[src/rtl/ad9911_spi_writer.sv]
// AD9911 serial-port write engine.
// Takes one register write per sampled rising edge of TR, sends the
// instruction byte followed by the register's data bytes MSB-first on the
// 3-wire SPI, optionally pulses IO_UPDATE, then raises OVER again.
//
// Ports:
//   CLK        system clock
//   RESET      asynchronous active-high reset
//   TR         transfer request, rising edge starts one write
//   ADDR[7:0]  register address (0x00..0x18 legal)
//   DATA[31:0] register value, right-justified
//   OVER       1 = idle / last write complete, 0 = busy
//   ADDR_ERR   one-cycle pulse when ADDR is rejected
//   SCLK       serial clock, idle low
//   SDIO       serial data, changes while SCLK low
//   CS_N       chip select, active low
//   IO_UPDATE  register-commit pulse, active high
module ad9911_spi_writer #(
  parameter int unsigned CLK_DIV   = 2,
  parameter int unsigned CS_SETUP  = 2,
  parameter int unsigned UPD_WIDTH = 4
) (
  input  logic        CLK,
  input  logic        RESET,
  input  logic        TR,
  input  logic [7:0]  ADDR,
  input  logic [31:0] DATA,
  output logic        OVER,
  output logic        ADDR_ERR,
  output logic        SCLK,
  output logic        SDIO,
  output logic        CS_N,
  output logic        IO_UPDATE
);

  localparam int unsigned TW = 16;
  localparam logic [TW-1:0] DIV_LAST = TW'(CLK_DIV - 1);
  localparam logic [TW-1:0] CSS_LAST = TW'(CS_SETUP - 1);
  localparam logic [TW-1:0] UPD_LAST = TW'(UPD_WIDTH - 1);

  typedef enum logic [2:0] {
    S_IDLE,
    S_SETUP,
    S_SHIFT,
    S_HOLD,
    S_UPDATE,
    S_DONE,
    S_ERR
  } state_t;

  // Zero-length setup/hold/update phases are skipped entirely.
  localparam state_t AFTER_HOLD  = (UPD_WIDTH > 0) ? S_UPDATE : S_DONE;
  localparam state_t AFTER_SHIFT = (CS_SETUP > 0) ? S_HOLD : AFTER_HOLD;
  localparam state_t FIRST_STATE = (CS_SETUP > 0) ? S_SETUP : S_SHIFT;

  state_t        state, state_n;
  logic [TW-1:0] tmr, tmr_n;
  logic [5:0]    bits, bits_n;
  logic [39:0]   sh, sh_n;
  logic          sclk_n, cs_n_n, over_n, err_n, upd_n;
  logic          tr_q;
  logic          start;
  logic [7:0]    instr;
  logic [5:0]    frame_bits;
  logic [39:0]   frame_word;

  assign start = TR & ~tr_q;
  assign instr = {3'b000, ADDR[4:0]};
  // Frame is left-aligned with zero padding, so once the last bit has been
  // shifted out SDIO naturally returns to 0.
  assign SDIO  = sh[39];

  always_comb begin
    frame_bits = 6'd40;
    frame_word = {instr, DATA};
    case (ADDR[4:0])
      5'h00: begin
        frame_bits = 6'd16;
        frame_word = {instr, DATA[7:0], 24'h0};
      end
      5'h02, 5'h05, 5'h07: begin
        frame_bits = 6'd24;
        frame_word = {instr, DATA[15:0], 16'h0};
      end
      5'h01, 5'h03, 5'h06: begin
        frame_bits = 6'd32;
        frame_word = {instr, DATA[23:0], 8'h0};
      end
      default: begin
        frame_bits = 6'd40;
        frame_word = {instr, DATA};
      end
    endcase
  end

  always_comb begin
    state_n = state;
    tmr_n   = tmr;
    bits_n  = bits;
    sh_n    = sh;
    sclk_n  = 1'b0;
    case (state)
      S_IDLE: begin
        if (start) begin
          if (ADDR > 8'h18) begin
            state_n = S_ERR;
          end else begin
            state_n = FIRST_STATE;
            sh_n    = frame_word;
            bits_n  = frame_bits;
            tmr_n   = '0;
          end
        end
      end
      S_SETUP: begin
        if (tmr == CSS_LAST) begin
          state_n = S_SHIFT;
          tmr_n   = '0;
        end else begin
          tmr_n = tmr + 1'b1;
        end
      end
      S_SHIFT: begin
        sclk_n = SCLK;
        if (tmr == DIV_LAST) begin
          tmr_n = '0;
          if (!SCLK) begin
            sclk_n = 1'b1;
          end else begin
            sclk_n = 1'b0;
            sh_n   = {sh[38:0], 1'b0};
            bits_n = bits - 1'b1;
            if (bits == 6'd1) state_n = AFTER_SHIFT;
          end
        end else begin
          tmr_n = tmr + 1'b1;
        end
      end
      S_HOLD: begin
        if (tmr == CSS_LAST) begin
          state_n = AFTER_HOLD;
          tmr_n   = '0;
        end else begin
          tmr_n = tmr + 1'b1;
        end
      end
      S_UPDATE: begin
        if (tmr == UPD_LAST) begin
          state_n = S_DONE;
          tmr_n   = '0;
        end else begin
          tmr_n = tmr + 1'b1;
        end
      end
      S_DONE:  state_n = S_IDLE;
      S_ERR:   state_n = S_IDLE;
      default: state_n = S_IDLE;
    endcase

    // Outputs are decoded from the next state and registered, so the pins
    // come straight from flops and cannot glitch.
    cs_n_n = !(state_n == S_SETUP || state_n == S_SHIFT || state_n == S_HOLD);
    over_n = (state_n == S_IDLE) || (state_n == S_DONE);
    err_n  = (state_n == S_ERR);
    upd_n  = (state_n == S_UPDATE);
  end

  always_ff @(posedge CLK or posedge RESET) begin
    if (RESET) begin
      state     <= S_IDLE;
      tmr       <= '0;
      bits      <= '0;
      sh        <= '0;
      tr_q      <= 1'b1;
      SCLK      <= 1'b0;
      CS_N      <= 1'b1;
      OVER      <= 1'b1;
      ADDR_ERR  <= 1'b0;
      IO_UPDATE <= 1'b0;
    end else begin
      state     <= state_n;
      tmr       <= tmr_n;
      bits      <= bits_n;
      sh        <= sh_n;
      tr_q      <= TR;
      SCLK      <= sclk_n;
      CS_N      <= cs_n_n;
      OVER      <= over_n;
      ADDR_ERR  <= err_n;
      IO_UPDATE <= upd_n;
    end
  end

endmodule

[config.mk]
export PLATFORM = sky130hd
export DESIGN_NAME = ad9911_spi_writer
export DESIGN_NICKNAME = d
export VERILOG_FILES = /design/src/rtl/ad9911_spi_writer.sv
export SDC_FILE = /design/constraint.sdc
export NUM_CORES = 1
export LEC_CHECK = 0
export ABC_AREA = 0
export CAP_MARGIN = 20
export CORE_ASPECT_RATIO = 0.75
export CORE_MARGIN = 2
export CORE_UTILIZATION = 50
export CTS_CLUSTER_DIAMETER = 200
export DETAILED_ROUTE_END_ITERATION = 8
export HOLD_SLACK_MARGIN = 0.06
export MAX_ROUTING_LAYER = met4
export PLACE_DENSITY = 0.76
export SLEW_MARGIN = 15
export SYNTH_ARGS = -nofsm -noshare
export SYNTH_HDL_FRONTEND = slang
export SYNTH_SLANG_ARGS = --single-unit
[constraint.sdc]
create_clock -name CLK -period 2.25 [get_ports CLK]
set_input_delay 0.3375 -clock CLK [delete_from_list [all_inputs] [get_ports CLK]]
set_output_delay 0.3375 -clock CLK [all_outputs]
set_load 0.03 [all_outputs]
==> results of run 1 <==
## layout make-up
type                    count  area share (%)
flip-flops and latches     71            33.7
well taps                 105            2.49
clock buffers               9            2.34
inverters                  12           0.852
repair buffers            102            18.8
clock inverters             7            1.96
multi-input cells         330            39.9
## power groups by stage
| stage | Sequential [W] | Combinational, W | Clock, W |
|---|---|---|---|
| after floorplan | 0.00198 | 0.00163 | 0 |
| after global placement | 0.00196 | 0.00261 | 0 |
| after detailed placement | 0.00197 | 0.00270 | 0 |
| after CTS | 0.00195 | 0.00280 | 0.00119 |
| after global routing | 0.00201 | 0.00326 | 0.00127 |
| final | 0.00197 | 0.00299 | 0.00118 |
## what timing repair did
item	CTS	global route
pin swaps	1	7
gates resized for setup	2	19
setup endpoints to repair	11	24
gates cloned	1	1
setup buffers	2	1
## placed cells by master, fill, tap and decap left out, types with 9 or more instances in the layout
cell type,n
sky130_fd_sc_hd__nor2_1,17
sky130_fd_sc_hd__clkdlybuf4s50_1,48
sky130_fd_sc_hd__buf_4,44
sky130_fd_sc_hd__o22ai_1,14
sky130_fd_sc_hd__a221o_1,16
sky130_fd_sc_hd__clkbuf_8,9
sky130_fd_sc_hd__dfrtp_1,68
sky130_fd_sc_hd__a21oi_1,18
sky130_fd_sc_hd__inv_1,11
sky130_fd_sc_hd__nor3_1,9
sky130_fd_sc_hd__o21ai_1,12
sky130_fd_sc_hd__o21ai_0,48
sky130_fd_sc_hd__nand2_1,67
sky130_fd_sc_hd__nand3_1,12
sky130_fd_sc_hd__and3_1,9
## per-layer routing
layer / GRT usage, % / routed length (um) / part of all wire [%] / up-vias
met2: 39.6 / 4910 / 45 / 147
li1: - / - / - / 1813
met3: 6.26 / 736 / 6.7 / 20
met5: - / 0 / 0 / -
met4: 5.97 / 158 / 1.4 / 0
met1: 37.4 / 5150 / 47 / 1856
## through the flow
stage,utilization [%],setup slack [ps],setup TNS [ps]
finish,68.0,2.15,0
global route,68.0,-50.9,-165
CTS,66.7,-0.430,-0.430
detailed placement,63.4,-307,-10330
global placement,63.4,-199,-5710
floorplan,-,107,0
## worst max path at each step
| stage | startpoint | end | slack, ps | cells after the start |
|---|---|---|---|---|
| 6_report | tmr[2] | OVER | 2 | 7 |
| 5_1_grt | tmr[2] | OVER | -50 | 7 |
| 4_1_cts | tmr[1] | tmr[11] | -0.4 | 8 |
| 3_5_place_dp | ADDR[1] | tmr[14] | -310 | 6 |
| 3_3_place_gp | ADDR[0] | tmr[12] | -200 | 6 |
| 2_1_floorplan | tmr[2] | tmr[10] | 110 | 6 |
## registers in the layout, indices dropped and copies added, names as in the netlist
name and flops:
ADDR_ERR 1, CS_N 1, IO_UPDATE 1, OVER 1, SCLK 1, bits 6
sh 40, state 3, tmr 16, tr_q 1
## cell usage after synthesis (2+ instances only)
library cell                number  share of area (%)
sky130_fd_sc_hd__inv_1          12                1.1
sky130_fd_sc_hd__or3_1           2               0.32
sky130_fd_sc_hd__dfstp_2         3                2.0
sky130_fd_sc_hd__nor2_1         17                1.6
sky130_fd_sc_hd__o21ai_0        52                6.6
sky130_fd_sc_hd__xor2_1          3               0.66
sky130_fd_sc_hd__nand3_1        13                1.6
sky130_fd_sc_hd__and4_1          2               0.44
sky130_fd_sc_hd__or3b_2          2               0.44
sky130_fd_sc_hd__mux2i_1         7                1.8
sky130_fd_sc_hd__or2_2           3               0.47
sky130_fd_sc_hd__o2bb2ai_1       8                1.8
sky130_fd_sc_hd__buf_6           2               0.57
sky130_fd_sc_hd__dfrtp_1        68                 43
sky130_fd_sc_hd__o21ai_1         9                1.1
sky130_fd_sc_hd__nand2b_1        2               0.32
sky130_fd_sc_hd__xnor2_1         2               0.44
sky130_fd_sc_hd__a221o_1        16                4.0
sky130_fd_sc_hd__nand4_1         3               0.47
sky130_fd_sc_hd__a221oi_1        8                1.8
sky130_fd_sc_hd__and2_1          2               0.32
sky130_fd_sc_hd__and3_1          9                1.4
sky130_fd_sc_hd__clkbuf_1       29                2.8
sky130_fd_sc_hd__o22ai_1        14                2.2
sky130_fd_sc_hd__nor4_1          3               0.47
sky130_fd_sc_hd__ha_1            4                1.3
sky130_fd_sc_hd__a21oi_2         2               0.44
sky130_fd_sc_hd__a22o_1          8                1.8
sky130_fd_sc_hd__or4_4           2               0.57
sky130_fd_sc_hd__nor2b_1         6               0.95
sky130_fd_sc_hd__nand2_1        67                6.4
sky130_fd_sc_hd__a21oi_1        19                2.4
sky130_fd_sc_hd__nor3_1         11                1.4
sky130_fd_sc_hd__o211ai_1        6                1.1
sky130_fd_sc_hd__or4_1           3               0.57
sky130_fd_sc_hd__o31ai_1         6                1.1
## cells by family after synthesis
family,synth area share (%)
compound gates,26.6
buf+inv,4.46
mux,1.77
fa+ha+maj,1.27
simple gates,19.8
flops,45.0
xor+xnor,1.11
==> impl_summary.txt, run 1 <==
----------------------------------------------------
[Detailed routing]
  Total vias in the final route ... between 3000 and 4000
  Detailed-route DRC error count ... 0
  Wire length per cell after detailed routing ... between 15 and 20 um
  Number of design-rule violations left by the first detailed-router iteration ... 310
  Detail-routed via count per cell ... 6.03
  Total iterations of the first detailed-routing run ... 5
  Detailed Route WL ... 11.0 mm
  Number of nets with antenna violations after detailed routing ... 0

[Global routing]
  Wire length of the first global-routing pass ... approximately 18 mm
  Antenna violations before repair ... 0
  GRT Total Usage ... 26.6%
  Total gr overflow ... 0
  Number of global-route vias before repair ... 3529
  Largest net degree at the start of global routing ... 42

[Critical path]
  Crit path top cell by count ... sky130_fd_sc_hd__buf_6
  Critical Setup Path Class ... register to register
  Worst flop-to-flop path endpoint ... OVER
  Beginning of the worst register-to-register path ... tmr[2]
  Top cell family by delay on the critical path ... simple AND/OR/NAND/NOR gates
  Number of buffer and inverter stages on the critical path ... 2
  Critical-path top delay cell ... sky130_fd_sc_hd__or4_4
  Nature of the critical path endpoint ... register
  Sequence of cells on the critical path ... or4_4 -> buf_6 -> nor4_4 -> buf_6 -> mux2i_4 -> nand4_1 -> a21oi_2
  Setup crit start kind ... register
  Largest fanout of any net on the critical path ... 6
  Required time reported for the critical path endpoint ... 2530 ps
  Setup slack of the worst register-to-register path ... 2 ps
  Data arrival time of the worst path ... about 2500 ps
  Maximum cell stage delay along the critical path ... 550 ps
  Number of cells traversed by the worst register-to-register path ... 7

[Status]
  Result of the run ... finished, final reports clean

[Synthesis]
  Sequential-to-total area share from yosys stat ... roughly 45%
  Synth Register Bits ... ~70
  Post-synth top flop ... sky130_fd_sc_hd__dfrtp_1
  Mapped Avg Cell Area ... ~9 um^2
  Cell Area, Synth ... about 4000 um^2
  Cell variety after synth ... between 50 and 60
  Warning count from the yosys run ... 0
  Synthesized net count ... approximately 490
  Post-synthesis instance total ... between 400 and 500
  Number of flops mapped to enable cells by yosys ... 0
  Post-synth ARST share ... 100%

[Power and ir drop]
  Clk pwr share ... a little under a fifth
  Total leakage power ... roughly 2.2 nW
  Worst vdd rail ir drop ... between 0.6 and 0.7 mV
  Switching power share of the total ... about two fifths
  Switching power total ... approximately 0.0024 W
  Power density over the cells ... 1160 nW/um^2
  Power share of the sequential group ... about a third
  Total power of the final layout ... between 0.006 and 0.007 W
  Internal cell power ... ~0.0037 W
  Combinational power share ... between 40% and 50%

[Die]
  Die footprint ... approximately 8600 um^2
  Cell Rows ... 28
  Initial Utilization ... 50.9%
  Die extent in x ... between 100 and 150 um
  Total I/O pin count ... between 40 and 50
  Core ar. ... slightly below 8000 um^2
  Vertical die dimension ... 81.0 um

[Clock network]
  Clock network latency to the later pin of the worst-skew pair ... ~360 ps
  Clk sink count ... 71
  Htree depth ... 3
  TritonCTS clock tree ... done
  CTS Buf Count ... 9
  CTS root buffer ... sky130_fd_sc_hd__clkbuf_8
  Worst-case clock buffer depth ... 2
  CTS Hold Buffers Added ... 0
  CTS clk-pin slew, worst paths ... 90 ps

[Cells and area]
  Area taken by flip-flops and latches ... 1780 um^2
  Area occupied by multi-input gates ... ~2100 um^2
  Antenna diode count ... 0
  FILL cells ... between 600 and 700
  Layout area overhead ... 33.6%
  Final net count ... approximately 570
  Final instance area ... 5290 um^2
  Post-Layout Cell Count ... between 600 and 700
  Share of cells above drive strength 1 ... between 10% and 20%

[Timing]
  Relative max-transition margin ... a little under three fifths
  Portion of the clock cycle consumed by the worst path in the final layout ... approximately 100%
  Hold Slack ... around 360 ps
  Minimum period implied by the final worst setup slack ... 2250 ps
  Worst Tran Pin Value ... about 630 ps
  Final Hold Viols ... 0
  Peak Freq ... 0.445 GHz
  Unrepaired setup endpoints after global routing ... yes
  Clock skew ... approximately 11 ps
  Number of setup violations in the final report ... 0
  Max-slew violation count ... 0

[Place]
  Number of placed instances, taps included ... 615
  Half-perimeter wire length after placement ... 7.36 mm
  Total placed instance area ... 4930 um^2
  Final weighted congestion of routability-driven global placement ... 0.808
  Count of buffers inserted at the top-level ports ... 48

[Job]
  Number of max-cap violations ... 0

[Worst hold path]
  Worst hold path class ... input port to asynchronous set/reset pin

----------------------------------------------------
No activity file was read; power rests on OpenSTA's default activity.
==> run 2: changes to the inputs <==
--- a/config.mk
+++ b/config.mk
@@ -8,7 +8,6 @@
 export ABC_AREA = 0
 export CAP_MARGIN = 20
 export CORE_ASPECT_RATIO = 0.75
-export CORE_MARGIN = 2
 export CORE_UTILIZATION = 50
 export CTS_CLUSTER_DIAMETER = 200
 export DETAILED_ROUTE_END_ITERATION = 8
==> impl_summary.txt, run 2 (synthesis results as in run 1) <==
----------------------------------------------------
[Clock network]
  CTS clk-pin slew, worst paths ... 90 ps (about the same)
  Htree depth ... 3 (unchanged)
  Clock network latency to the later pin of the worst-skew pair ... 350 ps (about the same)
  Clk sink count ... 71 (unchanged)
  CTS Buf Count ... 9 (unchanged)
  Worst-case clock buffer depth ... 2 (unchanged)
  CTS root buffer ... sky130_fd_sc_hd__clkbuf_8
  TritonCTS clock tree ... done

[Place]
  Half-perimeter wire length after placement ... 7.23 mm (-1.7%)
  Number of placed instances, taps included ... 612 (-0.49%)
  Final weighted congestion of routability-driven global placement ... 0.903 (+12%)
  Count of buffers inserted at the top-level ports ... 48 (unchanged)

[Die]
  Total I/O pin count ... 49 (unchanged)
  Die extent in x ... 105 um (-1.9%)
  Die footprint ... 8280 um^2 (-4.3%)
  Core ar. ... 7500 um^2 (-3.6%)
  Cell Rows ... 27 (-3.6%)
  Initial Utilization ... 52.8% (+1.9 points)
  Vertical die dimension ... 79.0 um (-2.5%)

[Cells and area]
  FILL cells ... 566 (-8.6%)
  Layout area overhead ... 33.1%
  Final net count ... 574 (+0.17%)
  Max reg flops ... 40 (unchanged)
  Area occupied by multi-input gates ... 2130 um^2 (+1.0%)
  Leading registers by flop count ... sh: 40 flops, tmr: 16 flops, bits: 6 flops
  Post-Layout Cell Count ... 633 (-0.47%)
  Antenna diode count ... 0 (unchanged)
  Area taken by flip-flops and latches ... 1780 um^2 (unchanged)
  Share of cells above drive strength 1 ... 19.5% (+0.34 points)
  Most frequent cells in the layout ... sky130_fd_sc_hd__dfrtp_1, sky130_fd_sc_hd__nand2_1, sky130_fd_sc_hd__clkdlybuf4s50_1, sky130_fd_sc_hd__o21ai_0, sky130_fd_sc_hd__buf_4
  Most common library cell in the layout ignoring fill and taps ... sky130_fd_sc_hd__dfrtp_1
  Register bank with the most flops ... sh

[Power and ir drop]
  Total leakage power ... 2.26 nW (+0.30%)
  Internal cell power ... 0.00358 W (-2.7%)
  Switching power share of the total ... 40.0% (+0.095 points)
  Total power of the final layout ... 0.00598 W (-2.5%)
  Combinational power share ... 49.9% (+1.2 points)
  Power share of the sequential group ... 33.0% (+0.9 points)
  Switching power total ... 0.00239 W (-2.3%)
  Clk pwr share ... 17.1% (-2.1 points)
  Power density over the cells ... 1130 nW/um^2 (-2.2%)
  Worst vdd rail ir drop ... 0.752 mV (+18%)

[Detailed routing]
  Highest routing layer actually used ... met4
  Number of nets with antenna violations after detailed routing ... 0 (unchanged)
  Wire length per cell after detailed routing ... 16.7 um (-3.3%)
  Detailed Route WL ... 10.5 mm (-3.8%)
  Met3 Wirelength ... 595 um (-19%)
  Number of design-rule violations left by the first detailed-router iteration ... 340 (+9.7%)
  Total vias in the final route ... 3767 (-1.8%)
  Routed length on met2 ... 4.68 mm (-4.8%)
  Detailed-route DRC error count ... 0 (unchanged)
  Total iterations of the first detailed-routing run ... 5 (unchanged)
  Wl on met1 ... 5.16 mm (+0.25%)
  Detail-routed via count per cell ... 5.95 (-1.3%)

[Critical path]
  Crit. Startpoint ... tmr[6]
  Worst flop-to-flop path endpoint ... IO_UPDATE
  Setup crit start kind ... register
  Number of cells traversed by the worst register-to-register path ... 6 (-1)
  Largest fanout of any net on the critical path ... 3 (-3)
  Data arrival time of the worst path ... 2450 ps (-80 ps)
  Critical Setup Path Class ... register to register
  Setup slack of the worst register-to-register path ... 70 ps (+60 ps)
  Capture point of the worst path ... IO_UPDATE
  Nature of the critical path endpoint ... register
  Required time reported for the critical path endpoint ... 2520 ps (about the same)
  Beginning of the worst register-to-register path ... tmr[6]

[Timing]
  Max-slew violation count ... 0 (unchanged)
  Number of setup violations in the final report ... 0 (unchanged)
  Portion of the clock cycle consumed by the worst path in the final layout ... 97.1% (-2.8 points)
  Minimum period implied by the final worst setup slack ... 2180 ps (-63.0 ps)
  Final Hold Viols ... 0 (unchanged)
  Worst Tran Pin Value ... 584 ps (-50.6 ps)
  Peak Freq ... 0.458 GHz (+2.9%)
  Setup TNS ... 0 ps (unchanged)
  Relative max-transition margin ... 60.8% (+3.4 points)
  Hold Slack ... 392 ps (+36.6 ps)
  Clock skew ... 14.9 ps (+3.91 ps)

[Global routing]
  Total gr overflow ... 0 (unchanged)
  GRT Total Usage ... 27.7% (+1.0 points)
  Wire length of the first global-routing pass ... 17.6 mm (+0.15%)
  Antenna violations before repair ... 0 (unchanged)
  Largest net degree at the start of global routing ... 72 (+71%)
  Number of global-route vias before repair ... 3585 (+1.6%)

[Worst hold path]
  Worst hold path class ... input port to asynchronous set/reset pin

[Job]
  Number of max-cap violations ... 0 (unchanged)

[Status]
  Result of the run ... finished, final reports clean

----------------------------------------------------
==> run 2: cell count changes in the layout (fill, tap and decap cells not counted), sizes merged <==
cell      delta
clkinvlp     -2
inv          -2
buf          +1
bufinv       -1
clkinv       +5
==> run 2: worst min-delay path by stage <==
stage,startpoint,end,slack [ps],cells after the start
floorplan,TR,tr_q,340,0
CTS,RESET,sh[10],410,3
finish,RESET,sh[10],390,3
global route,RESET,sh[10],420,3
global placement,sh[39],sh[39],460,2
detailed placement,sh[36],sh[36],470,2
==> run 2: repair_timing <==
| item | 4_1_cts | 5_1_grt |
|---|---|---|
| cloned | 0 | 2 |
| pin swaps | 0 | 7 |
| hold buffers | 0 | 0 |
| resized for setup | 2 | 28 |
| setup buffers | 0 | 3 |
| endpoints found under the setup margin | 9 | 51 |
==> run 2: layout make-up <==
type                            count  area share [%]
Clock inverter                      7            1.35
Tap cell                          101            2.40
Timing Repair Buffer              103            18.8
Sequential cell                    71            33.8
Inverter                           12           0.855
Clock buffer                        9            2.35
Multi-Input combinational cell    330            40.4
==> run 2: layer usage <==
layer  vias to the layer above  track usage (%)
met4                         0             7.18
met1                      1828             40.0
met5                         -                -
met3                         8             5.34
li1                       1815                -
met2                       116             40.0
==> run 2: power groups by stage <==
stage	logic, W	clock network, W	registers [W]
final	0.00298	0.00102	0.00197
after global routing	0.00329	0.00109	0.00203
after CTS	0.00269	0.00104	0.00196
after detailed placement	0.00266	0	0.00198
after global placement	0.00260	0	0.00196
after floorplan	0.00163	0	0.00198
==> run 2: through the flow <==
step	instance area (um^2)	setup slack (ps)	util, %
5_1_grt	5270	-37.8	70.2
2_1_floorplan	3960	107	-
4_1_cts	5120	12.9	68.3
3_3_place_gp	4920	-197	65.6
6_report	5270	65.1	70.2
3_5_place_dp	4920	-278	65.6
==> run 2: critical path, cell delays in order, from the launching register on <==
cell                      delay [ps]
sky130_fd_sc_hd__dfrtp_1         390
sky130_fd_sc_hd__or4_4           590
sky130_fd_sc_hd__nor4_4          390
sky130_fd_sc_hd__buf_4           200
sky130_fd_sc_hd__mux2i_4         230
sky130_fd_sc_hd__nand3_2         130
sky130_fd_sc_hd__nor3_2          170
